[config.mk]
export PLATFORM = sky130hd
export DESIGN_NAME = mem_arbiter
export DESIGN_NICKNAME = d
export VERILOG_FILES = /design/src/rtl/mem_arb_pkg.sv /design/src/rtl/arb_xfer_counter.sv /design/src/rtl/mem_arbiter.sv
export SDC_FILE = /design/constraint.sdc
export NUM_CORES = 1
export LEC_CHECK = 0
export ABC_CLOCK_PERIOD_IN_PS = 4800
export CELL_PAD_IN_SITES_DETAIL_PLACEMENT = 1
export CELL_PAD_IN_SITES_GLOBAL_PLACEMENT = 1
export CORE_MARGIN = 2
export CORE_UTILIZATION = 24
export DETAILED_ROUTE_END_ITERATION = 10
export PLACE_DENSITY_LB_ADDON = 0.08
export SKIP_LAST_GASP = 1
export SYNTH_ARGS = -nofsm -noshare
export SYNTH_HDL_FRONTEND = slang
export SYNTH_HIERARCHICAL = 1
export SYNTH_SLANG_ARGS = --single-unit
[constraint.sdc]
create_clock -name clk -period 4.8 [get_ports clk]
set_clock_uncertainty 0.1 [all_clocks]
set_input_delay 1.2 -clock clk [delete_from_list [all_inputs] [get_ports clk]]
set_output_delay 1.2 -clock clk [all_outputs]
set_load 0.01 [all_outputs]
[src/rtl/mem_arb_pkg.sv]
// mem_arb_pkg
//   Shared types and constants for the main-memory arbiter.
//   FILL_WORDS : 16-bit words moved per cache block fill.
//   MEM_LAT    : cycles from a read issue to mem_data_valid for that word.
//   state_t    : arbiter FSM states.
//   owner_t    : last fill owner, used only when MEM_ARB_RR_EN is defined.
package mem_arb_pkg;

  localparam int FILL_WORDS = 8;
  localparam int MEM_LAT    = 4;
  localparam int CNT_W      = 4;

  typedef logic [CNT_W-1:0] cnt_t;

  localparam cnt_t FILL_CNT = cnt_t'(FILL_WORDS);

  typedef enum logic [2:0] {
    IDLE,
    WRITE,
    FILL_I,
    FILL_D,
    DRAIN
  } state_t;

  typedef enum logic {
    OWN_I,
    OWN_D
  } owner_t;

endpackage

[src/rtl/arb_xfer_counter.sv]
// arb_xfer_counter
//   Issue/beat counter pair for one block fill. Both counters clear together,
//   saturate at FILL_WORDS and never wrap.
//   Ports:
//     clk, rst_n            clock, asynchronous active-low reset
//     clr                   synchronous clear of both counters
//     issue_inc, beat_inc   count one read issue / one returned beat
//     issue_cnt, beat_cnt   current counts
//     issue_done, beat_done count is at FILL_WORDS once this cycle's update lands
module arb_xfer_counter
  import mem_arb_pkg::*;
(
  input  logic             clk,
  input  logic             rst_n,
  input  logic             clr,
  input  logic             issue_inc,
  input  logic             beat_inc,
  output logic [CNT_W-1:0] issue_cnt,
  output logic [CNT_W-1:0] beat_cnt,
  output logic             issue_done,
  output logic             beat_done
);

  // Look-ahead flags let the owner react in the same cycle as the final event.
  assign issue_done = (issue_cnt == FILL_CNT) ||
                      (issue_inc && (issue_cnt == FILL_CNT - 1'b1));
  assign beat_done  = (beat_cnt == FILL_CNT) ||
                      (beat_inc && (beat_cnt == FILL_CNT - 1'b1));

  // NOTE: registers update with <= so every flop samples pre-edge values.
  always_ff @(posedge clk or negedge rst_n) begin
    if (!rst_n) begin
      issue_cnt <= '0;
      beat_cnt  <= '0;
    end else if (clr) begin
      issue_cnt <= '0;
      beat_cnt  <= '0;
    end else begin
      if (issue_inc && (issue_cnt != FILL_CNT)) issue_cnt <= issue_cnt + 1'b1;
      if (beat_inc && (beat_cnt != FILL_CNT))   beat_cnt  <= beat_cnt + 1'b1;
    end
  end

endmodule

[src/rtl/mem_arbiter.sv]
// mem_arbiter
//   Shares the multicycle main memory between the I-cache fill FSM, the
//   D-cache fill FSM and D-cache write-through stores. One 8-word fill or one
//   single-word store owns the memory at a time.
//   Build option: MEM_ARB_RR_EN defined -> round-robin between simultaneous
//   fills (D wins the first tie); undefined -> D fill always beats I fill.
//   Stores beat fills in both builds.
//   Ports:
//     clk, rst_n                   clock, asynchronous active-low reset
//     i_miss, d_miss               fill requests, held until block written
//     i_fill_addr, d_fill_addr     address driven by each fill FSM
//     d_wr_req/addr/data           store request, held until d_wr_ack
//     mem_data_valid               read word returned by memory
//     mem_enable, mem_wr           memory strobe / write select
//     mem_addr, mem_wdata          memory address / write data
//     i_grant, d_grant             current fill owner
//     i_data_valid, d_data_valid   mem_data_valid routed to the owner
//     i_force_reset, d_force_reset hold non-owning fill FSMs in reset
//     d_wr_ack                     store accepted this cycle
module mem_arbiter
  import mem_arb_pkg::*;
(
  input  logic        clk,
  input  logic        rst_n,
  input  logic        i_miss,
  input  logic        d_miss,
  input  logic [15:0] i_fill_addr,
  input  logic [15:0] d_fill_addr,
  input  logic        d_wr_req,
  input  logic [15:0] d_wr_addr,
  input  logic [15:0] d_wr_data,
  input  logic        mem_data_valid,
  output logic        mem_enable,
  output logic        mem_wr,
  output logic [15:0] mem_addr,
  output logic [15:0] mem_wdata,
  output logic        i_grant,
  output logic        d_grant,
  output logic        i_data_valid,
  output logic        d_data_valid,
  output logic        i_force_reset,
  output logic        d_force_reset,
  output logic        d_wr_ack
);

  state_t state;
  logic   en_q;        // read issue allowed this cycle; low in the grant cycle
`ifdef MEM_ARB_RR_EN
  owner_t last_owner;
`endif

  logic             in_fill;
  logic             fill_miss;
  logic             take_d;
  logic             clr;
  logic             issue_inc;
  logic             beat_inc;
  logic [CNT_W-1:0] issue_cnt;
  logic [CNT_W-1:0] beat_cnt;
  logic             issue_done;
  logic             beat_done;
  logic             last_beat;
  logic             drain_done;

  assign i_grant   = (state == FILL_I);
  assign d_grant   = (state == FILL_D);
  assign in_fill   = i_grant | d_grant;
  assign fill_miss = (i_grant & i_miss) | (d_grant & d_miss);

  // Dropping the miss kills the strobe in the same cycle, not one later.
  assign mem_enable = (state == WRITE) | (in_fill & en_q & fill_miss);
  assign mem_wr     = (state == WRITE);
  assign d_wr_ack   = (state == WRITE);
  assign mem_wdata  = mem_wr ? d_wr_data : '0;

  // NOTE: default assignment first so no path through the block infers a latch.
  always_comb begin
    mem_addr = '0;
    case (state)
      WRITE:   mem_addr = d_wr_addr;
      FILL_I:  mem_addr = i_fill_addr;
      FILL_D:  mem_addr = d_fill_addr;
      default: mem_addr = '0;
    endcase
  end

  // Beats seen in DRAIN are counted but never routed.
  assign i_data_valid = i_grant & mem_data_valid;
  assign d_data_valid = d_grant & mem_data_valid;

  assign i_force_reset = i_miss & ~i_grant;
  assign d_force_reset = d_miss & ~d_grant;

  assign clr        = (state == IDLE);
  assign issue_inc  = in_fill & mem_enable;
  assign beat_inc   = (in_fill | (state == DRAIN)) & mem_data_valid;
  assign last_beat  = in_fill & beat_done;
  assign drain_done = ((beat_cnt + CNT_W'(beat_inc)) == issue_cnt);

`ifdef MEM_ARB_RR_EN
  assign take_d = d_miss & (~i_miss | (last_owner == OWN_I));
`else
  assign take_d = d_miss;
`endif

  arb_xfer_counter u_xfer_counter (
    .clk        (clk),
    .rst_n      (rst_n),
    .clr        (clr),
    .issue_inc  (issue_inc),
    .beat_inc   (beat_inc),
    .issue_cnt  (issue_cnt),
    .beat_cnt   (beat_cnt),
    .issue_done (issue_done),
    .beat_done  (beat_done)
  );

  always_ff @(posedge clk or negedge rst_n) begin
    if (!rst_n) begin
      state <= IDLE;
      en_q  <= 1'b0;
`ifdef MEM_ARB_RR_EN
      last_owner <= OWN_I;
`endif
    end else begin
      en_q <= 1'b0;
      case (state)
        IDLE: begin
          if (d_wr_req)    state <= WRITE;
          else if (take_d) state <= FILL_D;
          else if (i_miss) state <= FILL_I;
        end
        WRITE: state <= IDLE;
        FILL_I, FILL_D: begin
          if (last_beat) begin
            state <= IDLE;
`ifdef MEM_ARB_RR_EN
            last_owner <= (state == FILL_I) ? OWN_I : OWN_D;
`endif
          end else if (!fill_miss) begin
            state <= DRAIN;
          end else begin
            en_q <= ~issue_done;
          end
        end
        DRAIN: if (drain_done) state <= IDLE;
        default: state <= IDLE;
      endcase
    end
  end

endmodule

# After elaboration in Yosys (flattened, before gate mapping)
# Index checks and enable logic that the tools add are counted.
dict set report totals {
  word_cells 66
  regBits 12
  output_inout_bits 41
  latchBits 0
  mem_bits_rw 0
  n_memories 0
  rom_bits 0
  inputBits 70
}
dict set report classes {
  magnitude_cmp 0
  n_eq_ne 14
  add_sub_neg 3
  n_reduce_logical 11
  div 0
  mul 0
  shifts 0
  muxes 16
  bitwise_logic 18
}
# cell count
set ops {}
lappend ops {{one-hot mux 16 bit (3 select lines)} 1}
lappend ops {{two-way mux 3 bit} 6}
lappend ops {{two-way mux 16 bit} 1}
lappend ops {{two-way mux 4 bit} 4}
lappend ops {{!= test 4 bit (second input constant)} 3}
lappend ops {{AND 1 bit} 11}
lappend ops {{one-hot mux 3 bit (3 select lines)} 1}
lappend ops {{adder 4 x 1 -> 4 bit (second input constant)} 2}
lappend ops {{equality test 4 x 3 -> 1 bit (second input constant)} 2}
lappend ops {{equality test 4 bit (second input constant)} 2}
lappend ops {{equality test 3 x 2 -> 1 bit (second input constant)} 2}
lappend ops {{adder 4 x 1 -> 4 bit} 1}
lappend ops {{equality test 4 bit} 1}
lappend ops {{logical AND 1 bit} 4}
lappend ops {{bitwise OR 1 bit} 4}
lappend ops {{nonzero test 2 bit} 2}
lappend ops {{equality test 3 x 1 -> 1 bit (second input constant)} 1}
lappend ops {{equality test 3 bit (second input constant)} 1}
lappend ops {{logical NOT 3 bit} 1}
lappend ops {{two-way mux 1 bit} 3}
lappend ops {{!= test 3 bit (second input constant)} 1}
lappend ops {{NOT 1 bit} 3}
lappend ops {{AND reduction 3 bit} 1}
lappend ops {{logical OR 1 bit} 2}
lappend ops {{2 further kinds} 2}

# Logic depth before layout (Yosys ltp)
dict set report logic_depth {
  depth_word 12
  ltp_mapped 10
}

# By module
# The synthesis kept the hierarchy.
# module seq_area_each_um2 area_per_inst_um2 n_inst cells_per_inst
set by_module_without_submodules {}
lappend by_module_without_submodules {mem_arbiter 100.1 903.4 1 116}
lappend by_module_without_submodules {arb_xfer_counter 200.2 491.7 1 51}

# Least setup slack after synthesis
# No wires, ideal clock.
dict set report synth_path {
  kind {in2out}
  from {input i_miss}
  to {output mem_enable}
  setup_slack_ns 1.599
  path_buffers 0
  arrival_ns 1.901
  path_stages 3
  t_required_ns 3.500
  path_cell_list {mux2_4 and3_4 or2_1}
}
dict set report synth_between {
  elab_chain_cells 4
}
# item line
set synth_rtl {}
lappend synth_rtl {{start, declared} mem_arbiter.sv:25} ;# input logic i_miss,
lappend synth_rtl {{AND 1 bit} mem_arbiter.sv:68} ;# assign fill_miss = (i_grant & i_miss) | (d_grant & d_miss);
lappend synth_rtl {{bitwise OR 1 bit} mem_arbiter.sv:68}
lappend synth_rtl {{AND 1 bit} mem_arbiter.sv:71} ;# assign mem_enable = (state == WRITE) | (in_fill & en_q & fill_miss);
lappend synth_rtl {{bitwise OR 1 bit} mem_arbiter.sv:71}
lappend synth_rtl {{end, declared} mem_arbiter.sv:33} ;# output logic mem_enable,
# No other way between the ends.

# Final worst setup path
dict set report layout_path {
  from {input d_miss}
  to {output mem_enable}
}
dict set report layout_between {
  elab_chain_cells 4
}
# item line
set layout_rtl {}
lappend layout_rtl {{start, declared} mem_arbiter.sv:26} ;# input logic d_miss,
lappend layout_rtl {{AND 1 bit} mem_arbiter.sv:68}
lappend layout_rtl {{bitwise OR 1 bit} mem_arbiter.sv:68}
lappend layout_rtl {{AND 1 bit} mem_arbiter.sv:71}
lappend layout_rtl {{bitwise OR 1 bit} mem_arbiter.sv:71}
# No other way between the ends.

==> results.sh <==
export IMPL_syn_inst=167
export IMPL_layout_nets=348
export IMPL_ctsHoldBuffers=0
export IMPL_relSlewSlack_pct=43.52
export IMPL_rows=27
export IMPL_fmax_ghz=0.2401
export IMPL_drt_iter0_drc=33
export IMPL_dieHeight_um=80.24
export IMPL_fin_crit_sh_pct=86.78
export IMPL_timing_rr_start="state[1]$_DFFE_PN0P_"
export IMPL_drv_slew=0
export IMPL_root_buffer="clkbuf_8"
export IMPL_drv_cap=0
export IMPL_clk_latency_ns=0.24
export IMPL_hold_path_startpoint="u_xfer_counter/beat_cnt[3]$_DFFE_PN0P_"
export IMPL_core_um2=5574
export IMPL_clk_path_buf_depth=2
export IMPL_routed_via_density=4.626
export IMPL_first_global_vias=1560
export IMPL_cts_htree_levels=1
export IMPL_grt_max_degree=26
export IMPL_startpoint_type="input port"
export IMPL_num_antenna_cells=0
export IMPL_cts_sinks=12
export IMPL_report_final_setup_viol=0
export IMPL_cp_required_ns=3.50
export IMPL_via_count=1582
export IMPL_critPathLaunch="d_miss"
export IMPL_whs_ns=0.5189
export IMPL_antenna_left=0
export IMPL_synthMuxAreaShare_pct=15.78
export IMPL_rsz0062_at_grt="false"
export IMPL_synth_area_per_cell_um2=8.354
export IMPL_cp_end_kind="primary output"
export IMPL_synth_compound_area_share_pct=14.62
export IMPL_nFillCells=657
export IMPL_r2r_setup_slack_ns=1.73
export IMPL_multiInputGateArea_um2=1002
export IMPL_final_min_clock_period_ns=4.165
export IMPL_numCtsBuffers=3
export IMPL_place_gp_congestion=0.6982
export IMPL_crit_end="mem_enable"
export IMPL_tns_ns=0
export IMPL_place_detailed_hpwl_mm=4.065
export IMPL_synthDistinctLibCells=39
export IMPL_cp_max_fo=7
export IMPL_layout_commonest_cell="clkdlybuf4s50_1"
export IMPL_ir_worst_vdd_v=0.0001823
export IMPL_synth_simple_area_share_pct=31.03
export IMPL_seq_area_um2=300.3
export IMPL_synth_top_family_by_area="simple AND/OR/NAND/NOR gates"
export IMPL_numPortBuffers=110
export IMPL_cts_resized_gates=0
export IMPL_first_pass_iters=4
export IMPL_layout_cells_non_filler=342
export IMPL_clkTransAtPathRegs_ns=0.05
export IMPL_die_area_um2=6438
export IMPL_crit_type="in2out"
export IMPL_hp_class="reg2reg"
export IMPL_syn2layout_area_growth_pct=83.86
export IMPL_grt_pass1_wl_mm=7.990
export IMPL_post_cts_buffers=0
export IMPL_overflow=0
export IMPL_final_util_pct=46.02
export IMPL_grt_use_total_pct=15.60
export IMPL_synthAdderAreaFrac_pct=5.381
export IMPL_synth_seq_area_share_pct=21.52
export IMPL_yosysWarnings=6
export IMPL_total_power_uw=1076
export IMPL_run_status="complete, no violations"
export IMPL_initial_core_util_pct=25.03
export IMPL_powerDensity_nw_per_um2=419.4
export IMPL_syn_nets=243
export IMPL_cp_arrival_ns=2.87
export IMPL_synth_ff_latch_count=12
export IMPL_antenna_found_initial=0
export IMPL_num_io_pins=111
export IMPL_final_cell_mix="clkdlybuf4s50_1, nor2_1, and2_1, mux2_2, a22oi_1"
export IMPL_wirelength_mm=5.119
export IMPL_wl_per_cell_um=14.97
export IMPL_remaining_drc_errors=0
export IMPL_die_w_um=80.24
export IMPL_drive_gt1_share_pct=10.00
export IMPL_synth_cell_area_um2=1395
export IMPL_p_leak_uw=0.001018
export IMPL_synth_xor_area_share_pct=5.022
export IMPL_cts_tree="built"
export IMPL_place_inst=339
export IMPL_hold_viol_final=0
export IMPL_regToRegEndpoint="state[2]$_DFFE_PN0P_"
export IMPL_tightest_slew_ns=0.8473
export IMPL_rr_worst_depth=7
[layer usage]
layer / routed length, um / global-route usage, % / vias up / part of all wire [%]
li1: - / - / 789 / -
met1: 2313 / 20.80 / 742 / 45
met2: 2448 / 26.58 / 46 / 48
met3: 319 / 2.472 / 5 / 6.2
met4: 37 / 3.051 / 0 / 0.72
met5: 0 / 0 / - / 0
[worst min-delay path by stage]
stage               depth (start not counted)  slack, ns                                       to
floorplan                                   2       0.45   u_xfer_counter/beat_cnt[3]$_DFFE_PN0P_
global placement                            2       0.51   u_xfer_counter/beat_cnt[3]$_DFFE_PN0P_
detailed placement                          2       0.51   u_xfer_counter/beat_cnt[3]$_DFFE_PN0P_
CTS                                         2       0.53   u_xfer_counter/beat_cnt[3]$_DFFE_PN0P_
global route                                2       0.56  u_xfer_counter/issue_cnt[2]$_DFFE_PN0P_
finish                                      2       0.52   u_xfer_counter/beat_cnt[3]$_DFFE_PN0P_
[Yosys cell counts]
library cell | n | area [um2]
or3b_1 | 1 | 8.760
clkbuf_1 | 5 | 18.77
nand3b_4 | 1 | 20.02
a21oi_1 | 3 | 15.01
nor4_1 | 1 | 6.260
buf_4 | 2 | 15.01
and2b_4 | 1 | 10.01
o21a_1 | 1 | 7.510
nor2b_1 | 3 | 18.77
mux2_2 | 16 | 180.2
nor2_1 | 26 | 97.59
nand3_1 | 2 | 10.01
a21boi_0 | 1 | 7.510
and2_1 | 18 | 112.6
buf_2 | 2 | 10.01
o21bai_1 | 1 | 7.510
xnor2_1 | 3 | 26.28
inv_1 | 4 | 15.01
o21ai_0 | 3 | 15.01
ha_1 | 6 | 75.07
o32ai_1 | 1 | 8.760
and3_4 | 1 | 11.26
nor3_1 | 1 | 5.000
buf_6 | 3 | 33.78
nor2b_4 | 1 | 13.76
dfrtp_1 | 12 | 300.3
mux2i_1 | 1 | 10.01
nand4_1 | 2 | 12.51
mux2_4 | 2 | 30.03
or2_1 | 1 | 6.260
xor2_1 | 5 | 43.79
a22oi_1 | 16 | 120.1
o31ai_1 | 1 | 7.510
nand2_1 | 8 | 30.03
o22ai_1 | 1 | 6.260
and3_1 | 1 | 6.260
o41ai_1 | 1 | 8.760
nand2b_1 | 6 | 37.54
nand4b_1 | 3 | 26.28
[report_power, final]
group	total (uW)	internal, uW	switching, uW
clock	88.7	55.0	33.7
combinational	803	459	344
sequential	185	121	63.7
[critical path: stages]
cell and delay [ns]:
clkdlybuf4s50_1 0.47, mux2_4 0.30, and3_4 0.21, or2_1 0.20, clkdlybuf4s50_1 0.49
[sequential cells by signal, summed over array words and instances (netlist names)]
register / count
en_q: 1
state: 3
u_xfer_counter/beat_cnt: 4
u_xfer_counter/issue_cnt: 4
[cell families after synthesis]
logic type	count (synthesis)
AO/OA/AOI/OAI	29
XOR/XNOR	8
adder cells (fa/ha/maj)	6
buffers and inverters	16
flip-flops	12
multiplexers	19
AND/OR/NAND/NOR	77
[through the flow]
| stage | setup WS [ns] | area, um2 |
|---|---|---|
| 2_1_floorplan | 1.599 | 1395 |
| 3_3_place_gp | 0.6377 | 2524 |
| 3_5_place_dp | 0.6270 | 2524 |
| 4_1_cts | 0.6208 | 2565 |
| 5_1_grt | 0.5585 | 2565 |
| 6_report | 0.6346 | 2565 |
[area by class of cell]
class | count | area share, %
Sequential cell | 12 | 11.71
Clock buffer | 3 | 1.610
Multi-Input combinational cell | 139 | 39.07
Timing Repair Buffer | 112 | 43.51
Tap cell | 72 | 3.512
Inverter | 4 | 0.5854
Note: power is estimated with default switching activity, not from simulation.
